==> src/rtl/motor_pwm_drive.sv <==
// Two-channel H-bridge PWM drive: soft-start ramp, dead-time coast on reversal, latched overcurrent fault.
// Inputs pass 2-flop synchronizers; bridge pins are registered from FSM state, PWM from next state.
module motor_pwm_drive #(
  parameter int PWM_BITS = 8,
  parameter int RAMP_DIV = 4096,
  parameter int DEADTIME = 1024
) (
  input  logic                i_clk,
  input  logic                i_rst,
  input  logic                i_overcurrent_stop,
  input  logic                i_enable,
  input  logic                i_dir_left,
  input  logic                i_dir_right,
  input  logic [PWM_BITS-1:0] i_duty_target,
  output logic                o_pwm_left,
  output logic                o_pwm_right,
  output logic                o_in1_left,
  output logic                o_in2_left,
  output logic                o_in1_right,
  output logic                o_in2_right,
  output logic                o_fault
);

  localparam int RW = (RAMP_DIV > 1) ? $clog2(RAMP_DIV) : 1;
  localparam int DW = (DEADTIME > 1) ? $clog2(DEADTIME) : 1;

  typedef enum logic [1:0] {ST_IDLE, ST_DRIVE, ST_DEAD, ST_FAULT} state_t;

  logic [3:0]          r_sync1, r_sync2;
  logic [PWM_BITS-1:0] r_cnt;
  logic [RW-1:0]       r_ramp_cnt;
  logic                r_fault;
  logic                w_oc, w_en, w_wrap, w_tick;
  logic [1:0]          w_dir, w_pwm, w_in1, w_in2, w_in_fault;

  assign w_oc   = r_sync2[0];
  assign w_en   = r_sync2[1];
  assign w_dir  = r_sync2[3:2];
  assign w_wrap = (r_cnt == {PWM_BITS{1'b1}});
  assign w_tick = (r_ramp_cnt == RW'(RAMP_DIV - 1));

  always_ff @(posedge i_clk or posedge i_rst) begin
    if (i_rst) begin
      r_sync1    <= '0;
      r_sync2    <= '0;
      r_cnt      <= '0;
      r_ramp_cnt <= '0;
      r_fault    <= 1'b0;
    end else begin
      r_sync1    <= {i_dir_right, i_dir_left, i_enable, i_overcurrent_stop};
      r_sync2    <= r_sync1;
      r_cnt      <= r_cnt + 1'b1;
      r_ramp_cnt <= w_tick ? '0 : r_ramp_cnt + 1'b1;
      r_fault    <= |w_in_fault;
    end
  end

  genvar g;
  for (g = 0; g < 2; g++) begin : g_ch
    state_t              r_state, w_state_nxt;
    logic                r_dir_app, w_dir_app_nxt;
    logic [DW-1:0]       r_dead, w_dead_nxt;
    logic [PWM_BITS-1:0] r_duty, w_duty_nxt, r_cmp;
    logic                r_pwm, r_in1, r_in2;

    always_comb begin
      w_state_nxt   = r_state;
      w_dir_app_nxt = r_dir_app;
      w_dead_nxt    = '0;
      w_duty_nxt    = r_duty;
      if (w_oc) begin
        w_state_nxt = ST_FAULT;
        w_duty_nxt  = '0;
      end else begin
        case (r_state)
          ST_IDLE: begin
            w_duty_nxt = '0;
            if (w_en) begin
              w_state_nxt   = ST_DRIVE;
              w_dir_app_nxt = w_dir[g];
            end
          end
          ST_DRIVE: begin
            if (!w_en) begin
              w_state_nxt = ST_IDLE;
              w_duty_nxt  = '0;
            end else if (w_dir[g] != r_dir_app) begin
              w_state_nxt = ST_DEAD;
              w_duty_nxt  = '0;
            end else if (w_tick) begin
              if (r_duty < i_duty_target)      w_duty_nxt = r_duty + 1'b1;
              else if (r_duty > i_duty_target) w_duty_nxt = r_duty - 1'b1;
            end
          end
          ST_DEAD: begin
            // Count runs to completion even if the switch flips back meanwhile.
            w_duty_nxt = '0;
            if (!w_en) begin
              w_state_nxt = ST_IDLE;
            end else if (r_dead == DW'(DEADTIME - 1)) begin
              w_state_nxt   = ST_DRIVE;
              w_dir_app_nxt = w_dir[g];
            end else begin
              w_dead_nxt = r_dead + 1'b1;
            end
          end
          ST_FAULT: begin
            w_duty_nxt = '0;
            if (!w_en) w_state_nxt = ST_IDLE;
          end
          default: begin
            w_state_nxt = ST_IDLE;
            w_duty_nxt  = '0;
          end
        endcase
      end
    end

    always_ff @(posedge i_clk or posedge i_rst) begin
      if (i_rst) begin
        r_state   <= ST_IDLE;
        r_dir_app <= 1'b0;
        r_dead    <= '0;
        r_duty    <= '0;
        r_cmp     <= '0;
        r_pwm     <= 1'b0;
        r_in1     <= 1'b0;
        r_in2     <= 1'b0;
      end else begin
        r_state   <= w_state_nxt;
        r_dir_app <= w_dir_app_nxt;
        r_dead    <= w_dead_nxt;
        r_duty    <= w_duty_nxt;
        if (w_wrap) r_cmp <= r_duty;
        // Gating on the next state drops PWM on the same edge the FSM leaves DRIVE.
        r_pwm     <= (w_state_nxt == ST_DRIVE) && (r_cnt < r_cmp);
        r_in1     <= (r_state == ST_DRIVE) && r_dir_app;
        r_in2     <= (r_state == ST_DRIVE) && !r_dir_app;
      end
    end

    assign w_pwm[g]      = r_pwm;
    assign w_in1[g]      = r_in1;
    assign w_in2[g]      = r_in2;
    assign w_in_fault[g] = (r_state == ST_FAULT);
  end

  assign o_pwm_left  = w_pwm[0];
  assign o_pwm_right = w_pwm[1];
  assign o_in1_left  = w_in1[0];
  assign o_in2_left  = w_in2[0];
  assign o_in1_right = w_in1[1];
  assign o_in2_right = w_in2[1];
  assign o_fault     = r_fault;

endmodule

==> config.mk <==
export PLATFORM = sky130hd
export DESIGN_NAME = motor_pwm_drive
export DESIGN_NICKNAME = d
export VERILOG_FILES = /design/src/rtl/motor_pwm_drive.sv
export SDC_FILE = /design/constraint.sdc
export NUM_CORES = 1
export LEC_CHECK = 0
export ABC_AREA = 1
export CAP_MARGIN = 20
export CORE_MARGIN = 1
export CORE_UTILIZATION = 55
export CTS_CLUSTER_DIAMETER = 60
export DETAILED_ROUTE_END_ITERATION = 7
export GPL_TIMING_DRIVEN = 0
export PLACE_DENSITY = 0.72
export SETUP_SLACK_MARGIN = 0.05
export SLEW_MARGIN = 20
export SYNTH_ARGS = -nofsm -noshare
export SYNTH_HDL_FRONTEND = slang
export SYNTH_SLANG_ARGS = --single-unit
==> constraint.sdc <==
create_clock -name i_clk -period 3.1 [get_ports i_clk]
set_input_delay 0.31 -clock i_clk [delete_from_list [all_inputs] [get_ports i_clk]]
set_output_delay 0.31 -clock i_clk [all_outputs]
set_load 0.01 [all_outputs]
; Yosys cells after proc, flatten, opt, wreduce, memory -nomap -nowiden
; Cells that the tools add are included.
[totals]
inputBits = 14
output_inout_bits = 7
ff_bits = 93
elab_cells = 126
[op_classes]
reduce_logical = 19
n_addsub = 8
n_mux = 47
n_bitwise = 1
n_lt_le_gt_ge = 6
n_eq_ne = 24
[ops]
columns = cell, count
row1 = 2-to-1 mux 8 bit, 12
row2 = 2-to-1 mux 10 bit, 8
row3 = < comparator 8 bit, 4
row4 = one-hot mux 8 bit (2 select lines), 2
row5 = 2-to-1 mux 2 bit, 14
row6 = adder 8 x 1 -> 8 bit (second input constant), 3
row7 = adder 10 x 1 -> 10 bit (second input constant), 2
row8 = equality test 10 bit (second input constant), 2
row9 = > comparator 8 bit, 2
row10 = one-hot mux 2 bit (4 select lines), 2
row11 = subtractor 8 x 1 -> 8 bit (second input constant), 2
row12 = adder 12 x 1 -> 12 bit (second input constant), 1
row13 = equality test 12 bit (second input constant), 1
row14 = 2-to-1 mux 12 bit, 1
row15 = != test 2 bit (second input constant), 6
row16 = != test 6 bit (second input constant), 2
row17 = != test 5 bit (second input constant), 2
row18 = AND reduction 5 bit, 2
row19 = equality test 2 x 1 -> 1 bit (second input constant), 4
row20 = equality test 2 bit (second input constant), 4
row21 = equality test 8 bit (second input constant), 1
row22 = logical AND 1 bit, 6
row23 = 2-to-1 mux 1 bit, 6
row24 = OR reduction 3 bit, 2
row25 = 8 further kinds, 14

; Logic depth before layout (Yosys ltp)
; Gate-level depths: netlist of run 1.
[logic_depth]
depth_word = 8
mapped_depth = 19

; Least setup slack after synthesis of run 1
; Ideal clock, no wire load.
[synth_path]
path_type = reg2reg
startpoint = register g_ch[1].r_duty[7]
endpoint = register g_ch[1].r_duty[4]
synth_period_minus_slack_ns = 2.305
n_path_buf = 0
slack_ns = 0.795
stages_incl_launch_ff = 13
arrival_time_ns = 2.188
setup_time_ns = 0.117
cell_sequence = dfrtp_1 > ha_1 > nand2_1 > a21oi_1 > nor2_1 > nand2_1 > inv_1 > fa_1 > o31ai_1 > xor2_1 > inv_1 > nand2_2 > o21ai_2
[synth_between]
elab_chain_len = 7
[synth_rtl]
columns = element, line_no
row1 = from (decl), 63  ; logic [PWM_BITS-1:0] r_duty, w_duty_nxt, r_cmp;
row2 = from (signal assigned), 133  ; r_duty <= w_duty_nxt;
row3 = < comparator 8 bit, 91  ; if (r_duty < i_duty_target) w_duty_nxt = r_duty + 1'b1;
row4 = 2-to-1 mux 8 bit, 91
row5 = 2-to-1 mux 8 bit, 90  ; end else if (w_tick) begin
row6 = 2-to-1 mux 8 bit, 87  ; end else if (w_dir[g] != r_dir_app) begin
row7 = 2-to-1 mux 8 bit, 84  ; if (!w_en) begin
row8 = one-hot mux 8 bit (2 select lines), 75  ; case (r_state)
row9 = 2-to-1 mux 8 bit, 71  ; if (w_oc) begin
; Several ways; a longest one is shown, not always the timed one. The select of a mux whose other input is x is not followed.
; A chain may end at the register's enable or synchronous reset.

; Worst setup path after layout of run 1
[layout_path]
startpoint = input port i_duty_target[7]
endpoint = register g_ch[0].r_duty[7]
[layout_between]
elab_chain_len = 7
[layout_rtl]
columns = element, line_no
row1 = from (decl), 14  ; input logic [PWM_BITS-1:0] i_duty_target,
row2 = < comparator 8 bit, 91
row3 = 2-to-1 mux 8 bit, 91
row4 = 2-to-1 mux 8 bit, 90
row5 = 2-to-1 mux 8 bit, 87
row6 = 2-to-1 mux 8 bit, 84
row7 = one-hot mux 8 bit (2 select lines), 75
row8 = 2-to-1 mux 8 bit, 71
row9 = to (signal assigned), 133
row10 = to (decl), 63
; Several ways; a longest one is shown, not always the timed one. The select of a mux whose other input is x is not followed.

==> results.md, run 1 <==
- Final RePlAce weighted congestion: ~0.83
- Synth Instances: approximately 600
- Fraction of layout cells with a size suffix above 1: ~8%
- Initial antenna violation count: 0
- Core box area: about 0.0093 mm²
- XOR/XNOR share of the synthesized area: under 10%
- Area share of fa/ha/maj cells after synthesis: 11.6%
- Compound-cell area share of the yosys netlist: under 10%
- Post-CTS resize count: 0
- Sink Count: 93
- Layout Nets: 711
- Total setup buffers inserted after CTS: 0
- Routed WL: 9530 µm
- Initial DRT Pass Iterations: 4
- DP HPWL: 7310 µm
- IO Port Bufs: 20
- Final worst slack: approximately 0.45 ns
- Initial DRC Count: approximately 160
- WL/cell: 12.2 µm
- Pre-CTS WS: a little over 0.09 ns
- Ports: 21
- Final hold vios: 0
- Worst Path Max Fanout: 9
- Synth cell types: 36
- Critical path required time: roughly 3.3 ns
- Core Rows: 35
- Gr usage total: a little over a fifth
- YS warnings: 0
- Pins over their slew limit: 0
- Synthesized area: 0.00529 mm²
- Clk pin slew, worst setup/hold paths: approximately 0.09 ns
- VDD IR max: between 200 and 250 µV
- Vias per cell: between 4 and 5
- DRC: 0
- Mux share of post-synthesis cell area: 0%
- Die height: between 100 and 150 µm
- Mapped Nets: just under 700
- Grt total ovfl: 0
- Tmin final: roughly 2.6 ns
- Hold WC Path Type: register to register
- Skew final: between 0.01 and 0.015 ns
- Main combinational cell family by area after synthesis: simple AND/OR/NAND/NOR gates
- Unrepaired setup endpoints after global routing: no
- WP data arrival: a little under 3 ns
- Layout area overhead: 11.7%
- Clock root buffer: clkbuf_8
- Slew HR: between 50% and 60%
- Commonest non-fill, non-tap cell in the layout: nand2_1
- Power consumption: about 2400 µW
- Final core utilization: 63.7%
- N_diodes: 0
- Commonest cells after routing, fill and taps aside: 123 x nand2_1, 108 x inv_1, 93 x dfrtp_1
- Register area share after synthesis: a little over two fifths
- Max Freq: between 300 and 400 MHz
- Yosys reg bits: 93
- Die Wd: between 100 and 150 µm
- Status: finished, final reports clean
- Max_cap viols: 0
- H-tree depth: 3
- Kind of critical path: input pin to register
- Worst-Margin Slew: 0.712 ns
- Largest net degree at the start of global routing: between 50 and 60
- Pleak: between 0.003 and 0.004 µW
- Initial Utilization: between 50% and 60%
- TritonCTS clock tree: yes
- DR vias: just under 4000
- Vias in the first global route: between 3000 and 4000
- Final Cycle Share: between 80% and 90%
- CTS Hold Buffers Added: 0
- Clk_lat worst skew: 0.35 ns
- Max Root-Sink Buffers: 2
- CTS Buf Count: 9
- Simple logic cell fraction of the synthesized area: between 20% and 30%
- Filler Cell Count: between 800 and 900
- # setup viols final: 0
- Detail Route Antenna Nets: 0
- Die Area: 0.0100 mm²
- First-pass GRT wire length: roughly 17000 µm
- Crit. End Element: register
- Mean Syn Cell Area: between 8 and 9 µm²
- Critical path launch point type: input pin
- Pwr dens: 399 mW/mm²
critical path: stages:
cell             delay [ns]
clkdlybuf4s50_1        0.45
inv_1                  0.07
ha_1                   0.31
a21o_1                 0.16
nor2_1                 0.13
nand2_1                0.24
ha_1                   0.43
a21oi_1                0.17
nand2_1                0.12
nand2_1                0.09
nand3_1                0.09
nand3b_1               0.19
nand3_2                0.08
nand2_1                0.05
per-stage QoR:
stage	instance area [µm²]	setup TNS, ns	hold WS, ns	std cells
2_1_floorplan	5290	0	0.331	617
3_3_place_gp	5660	-90.48	0.336	766
3_5_place_dp	5680	0	0.335	767
4_1_cts	5910	0	0.362	782
5_1_grt	5910	0	0.374	782
6_report	5910	0	0.358	782
worst paths after layout:
path                                                     from                            end  slack, ns  depth (start not counted)
worst max-delay path                         i_duty_target[7]  g_ch[0].r_duty[7]$_DFFE_PP0P_       0.45                         14
worst min-delay path                     r_sync1[1]$_DFF_PP0_           r_sync2[1]$_DFF_PP0_       0.36                          0
worst max register to register  g_ch[0].r_duty[0]$_DFFE_PP0P_  g_ch[0].r_duty[7]$_DFFE_PP0P_       0.48                         17
worst min register to register           r_sync1[1]$_DFF_PP0_           r_sync2[1]$_DFF_PP0_       0.36                          0
max in group asynchronous                               i_rst  g_ch[0].r_dir_app$_DFFE_PP0P_       2.02                          3
min in group asynchronous                               i_rst    g_ch[1].r_dead[2]$_DFF_PP0_       0.42                          2
synth_stat cells:
cell      instances  share of area [%]
nand2_4           4               0.85
o21ai_2          14                2.3
nand2_1         123                8.7
a211oi_1          1               0.14
inv_2             1              0.071
o21ai_0          26                2.5
nor4_1            1               0.12
nor2_2            1               0.12
nand4_1           8               0.95
a21oi_1          30                2.8
o21bai_1          2               0.28
nor3_1           11                1.0
o21a_1            1               0.14
nor2_8            3                1.1
nor3b_2           1               0.24
or2_2             2               0.24
o22ai_1           1               0.12
a31oi_1           2               0.24
nand2_2           5               0.59
nor3_2            1               0.19
nor2_1           48                3.4
clkbuf_1          3               0.21
nand3_2           2               0.38
a21o_1            2               0.28
inv_1           109                7.7
o31ai_1           1               0.14
xnor2_1           7                1.2
o211a_1           1               0.19
xor2_1           23                3.8
nand3b_1          3               0.43
nor3b_1           2               0.28
nand3_1          36                3.4
fa_1              2               0.76
dfrtp_1          93                 44
ha_1             46                 11
nor2_4            1               0.21
cell families after synthesis:
| logic type | Yosys count |
|---|---|
| compound gates | 81 |
| buf+inv | 113 |
| fa+ha+maj | 48 |
| simple gates | 252 |
| xor+xnor | 30 |
| flops | 93 |
state kept, by name, summed over array words and instances (netlist names), 2 cells and up:
name            count
r_sync2             4
g_ch.r_state        4
r_sync1             4
g_ch.r_duty        16
g_ch.r_cmp         16
r_ramp_cnt         12
g_ch.r_dead        20
r_cnt               8
g_ch.r_dir_app      2
area by class of cell:
| type | count | area, µm² | area share [%] |
|---|---|---|---|
| buffer | 3 | 11.3 | 0.190 |
| timing repair buffer | 21 | 220 | 3.72 |
| multi-input combinational | 411 | 2540 | 43.0 |
| inverter | 110 | 415 | 7.02 |
| clock buffer | 9 | 124 | 2.09 |
| tap | 129 | 161 | 2.73 |
| clock inverter | 6 | 111 | 1.88 |
| sequential | 93 | 2330 | 39.4 |
power by group:
group	internal [µW]	switching (µW)	total, µW
logic	58.6	90.9	150
registers	1240	18.3	1260
clock network	533	422	955
total	1830	531	2360
layer usage:
metal	part of all wire [%]	up-vias	global-route usage, %
li1	-	2030	-
met1	48	1817	27.9
met2	48	49	36.7
met3	2.2	13	2.72
met4	1.7	0	7.36
met5	0	-	0
Power figures use the tool's default switching activity.
==> run 2, diff against run 1 <==
--- a/constraint.sdc
+++ b/constraint.sdc
@@ -3,2 +3,2 @@
 set_output_delay 0.31 -clock i_clk [all_outputs]
-set_load 0.01 [all_outputs]
+set_load 0.1 [all_outputs]
==> results of run 2 <==
The final DEF is identical to that of run 1. Status: finished, final reports clean.
Among the figures that moved: total power 2360 µW -> 2410 µW
==> run 3, diff against run 2 <==
REMOVE_ABC_BUFFERS = 1   (was unset)
==> results.md, run 3 (same netlist as run 1, synthesis figures left out) <==
- Status: finished, final reports clean
- Clk_lat worst skew: 0.37 ns
- Core box area: slightly above 0.009 mm²
- Unrepaired setup endpoints after global routing: no
- Max Freq: between 300 and 400 MHz
- Layout Nets: roughly 700
- Worst setup path startpoint: i_duty_target[3]
- WL/cell: 12.2 µm
- Worst Path Max Fanout: 9
- Initial DRT Pass Iterations: 4
- Clock root buffer: clkbuf_8
- Detail Route Antenna Nets: 0
- TritonCTS clock tree: yes
- Total setup buffers inserted after CTS: 0
- R2r startpoint: g_ch[1].r_duty[3]$_DFFE_PP0P_
- Hold WC Path Type: register to register
- Final worst slack: roughly 0.48 ns
- Die Area: approximately 0.01 mm²
- Commonest non-fill, non-tap cell in the layout: nand2_1
- Final RePlAce weighted congestion: ~0.83
- Most flops, register: g_ch.r_dead
- Top flop regs: g_ch.r_dead x20, g_ch.r_cmp x16, g_ch.r_duty x16
- DRC: 0
- Commonest cells after routing, fill and taps aside: 123 x nand2_1, 108 x inv_1, 93 x dfrtp_1
- Initial antenna violation count: 0
- Vias per cell: roughly 5.0
- Clk pin slew, worst setup/hold paths: around 0.08 ns
- Core Rows: 35
- CTS Buf Count: 9
- DP HPWL: between 7000 and 8000 µm
- Largest net degree at the start of global routing: between 50 and 60
- Slew HR: approximately 34%
- # setup viols final: 0
- Max Root-Sink Buffers: 2
- Crit. End Element: register
- Max reg flops: 20
- H-tree depth: 3
- CTS Hold Buffers Added: 0
- Final hold vios: 0
- Critical path required time: between 3 and 4 ns
- Reg2reg end: g_ch[1].r_duty[4]$_DFFE_PP0P_
- DR vias: about 4000
- Kind of critical path: input pin to register
- First-pass GRT wire length: 17100 µm
- Cell depth of the worst flop-to-flop path: 14
- Ports: 21
- Filler Cell Count: approximately 800
- Sink Count: 93
- Pre-CTS WS: 0.0814 ns
- Die height: roughly 100 µm
- Gr usage total: between 20 and 25%
- IO Port Bufs: 20
- Worst-Margin Slew: just under 1 ns
- N_diodes: 0
- Fraction of layout cells with a size suffix above 1: around 7.8%
- Final Cycle Share: a little over four fifths
- Max_cap viols: 0
- R2R Setup Slk: 0.50 ns
- Skew final: ~0.0061 ns
- Initial Utilization: between 50 and 60%
- Vias in the first global route: 3907
- Post-CTS resize count: 0
- Crit path capture: g_ch[1].r_duty[4]$_DFFE_PP0P_
- VDD IR max: between 200 and 300 µV
- Critical path launch point type: input pin
- Routed WL: between 9000 and 10000 µm
- Pins over their slew limit: 0
- Final core utilization: 63.1%
- Initial DRC Count: between 100 and 150
- TNS Setup: 0 ns
- Die Wd: 100 µm
- Layout area overhead: 10.6%
- Tmin final: between 2 and 3 ns
- Grt total ovfl: 0
- Pleak: about 0.003 µW
- WP data arrival: between 2 and 3 ns
- Pwr dens: approximately 380 mW/mm²
==> run 3: worst min-delay path by stage <==
stage / startpoint / to / slack (ns) / depth (start not counted)
2_1_floorplan: r_sync1[0]$_DFF_PP0_ / r_sync2[0]$_DFF_PP0_ / 0.33 / 0
3_3_place_gp: r_sync1[0]$_DFF_PP0_ / r_sync2[0]$_DFF_PP0_ / 0.34 / 0
3_5_place_dp: r_sync1[2]$_DFF_PP0_ / r_sync2[2]$_DFF_PP0_ / 0.34 / 0
4_1_cts: r_sync1[1]$_DFF_PP0_ / r_sync2[1]$_DFF_PP0_ / 0.37 / 0
5_1_grt: i_dir_right / r_sync1[3]$_DFF_PP0_ / 0.37 / 1
6_report: r_sync1[1]$_DFF_PP0_ / r_sync2[1]$_DFF_PP0_ / 0.36 / 0
==> run 3: area by class of cell <==
class | instances | area (µm²) | area share, %
multi-input combinational | 411 | 2540 | 43.4
sequential | 93 | 2330 | 39.7
inverter | 110 | 415 | 7.09
timing repair buffer | 21 | 220 | 3.76
clock buffer | 14 | 173 | 2.95
tap | 129 | 161 | 2.76
clock inverter | 2 | 16.3 | 0.278
==> run 3: metrics by stage <==
stage | area [µm²] | power (µW) | instances | hold slack [ns]
finish | 5860 | 2230 | 780 | 0.361
global route | 5860 | 2330 | 780 | 0.369
CTS | 5860 | 2260 | 780 | 0.367
detailed placement | 5670 | 1480 | 764 | 0.340
global placement | 5640 | 1470 | 763 | 0.340
floorplan | 5280 | 1420 | 614 | 0.331
==> run 3: power breakdown <==
group | switching [µW] | leakage, µW | internal, µW
Sequential | 18.4 | 0.00123 | 1240
Combinational | 140 | 0.00167 | 58.4
Clock | 417 | 0.0000929 | 360
==> run 3: critical path, stage by stage <==
cell and delay (ns):
clkdlybuf4s50_1 0.46, inv_1 0.06, ha_1 0.30, nand2_1 0.06, inv_1 0.07, nand2_1 0.05
nand2_1 0.05, nand2_1 0.06, nand2_1 0.25, inv_1 0.10, fa_1 0.44, o31ai_1 0.32
xor2_1 0.17, inv_1 0.07, nand2_2 0.06, o21ai_2 0.04
==> run 3: per-layer routing <==
metal  part of all wire (%)  track usage [%]  up-vias
met3                    2.2             4.74       13
li1                       -                -     2027
met4                    1.4             7.13        0
met2                     50             37.7       42
met5                      0                0        -
met1                     47             26.8     1822
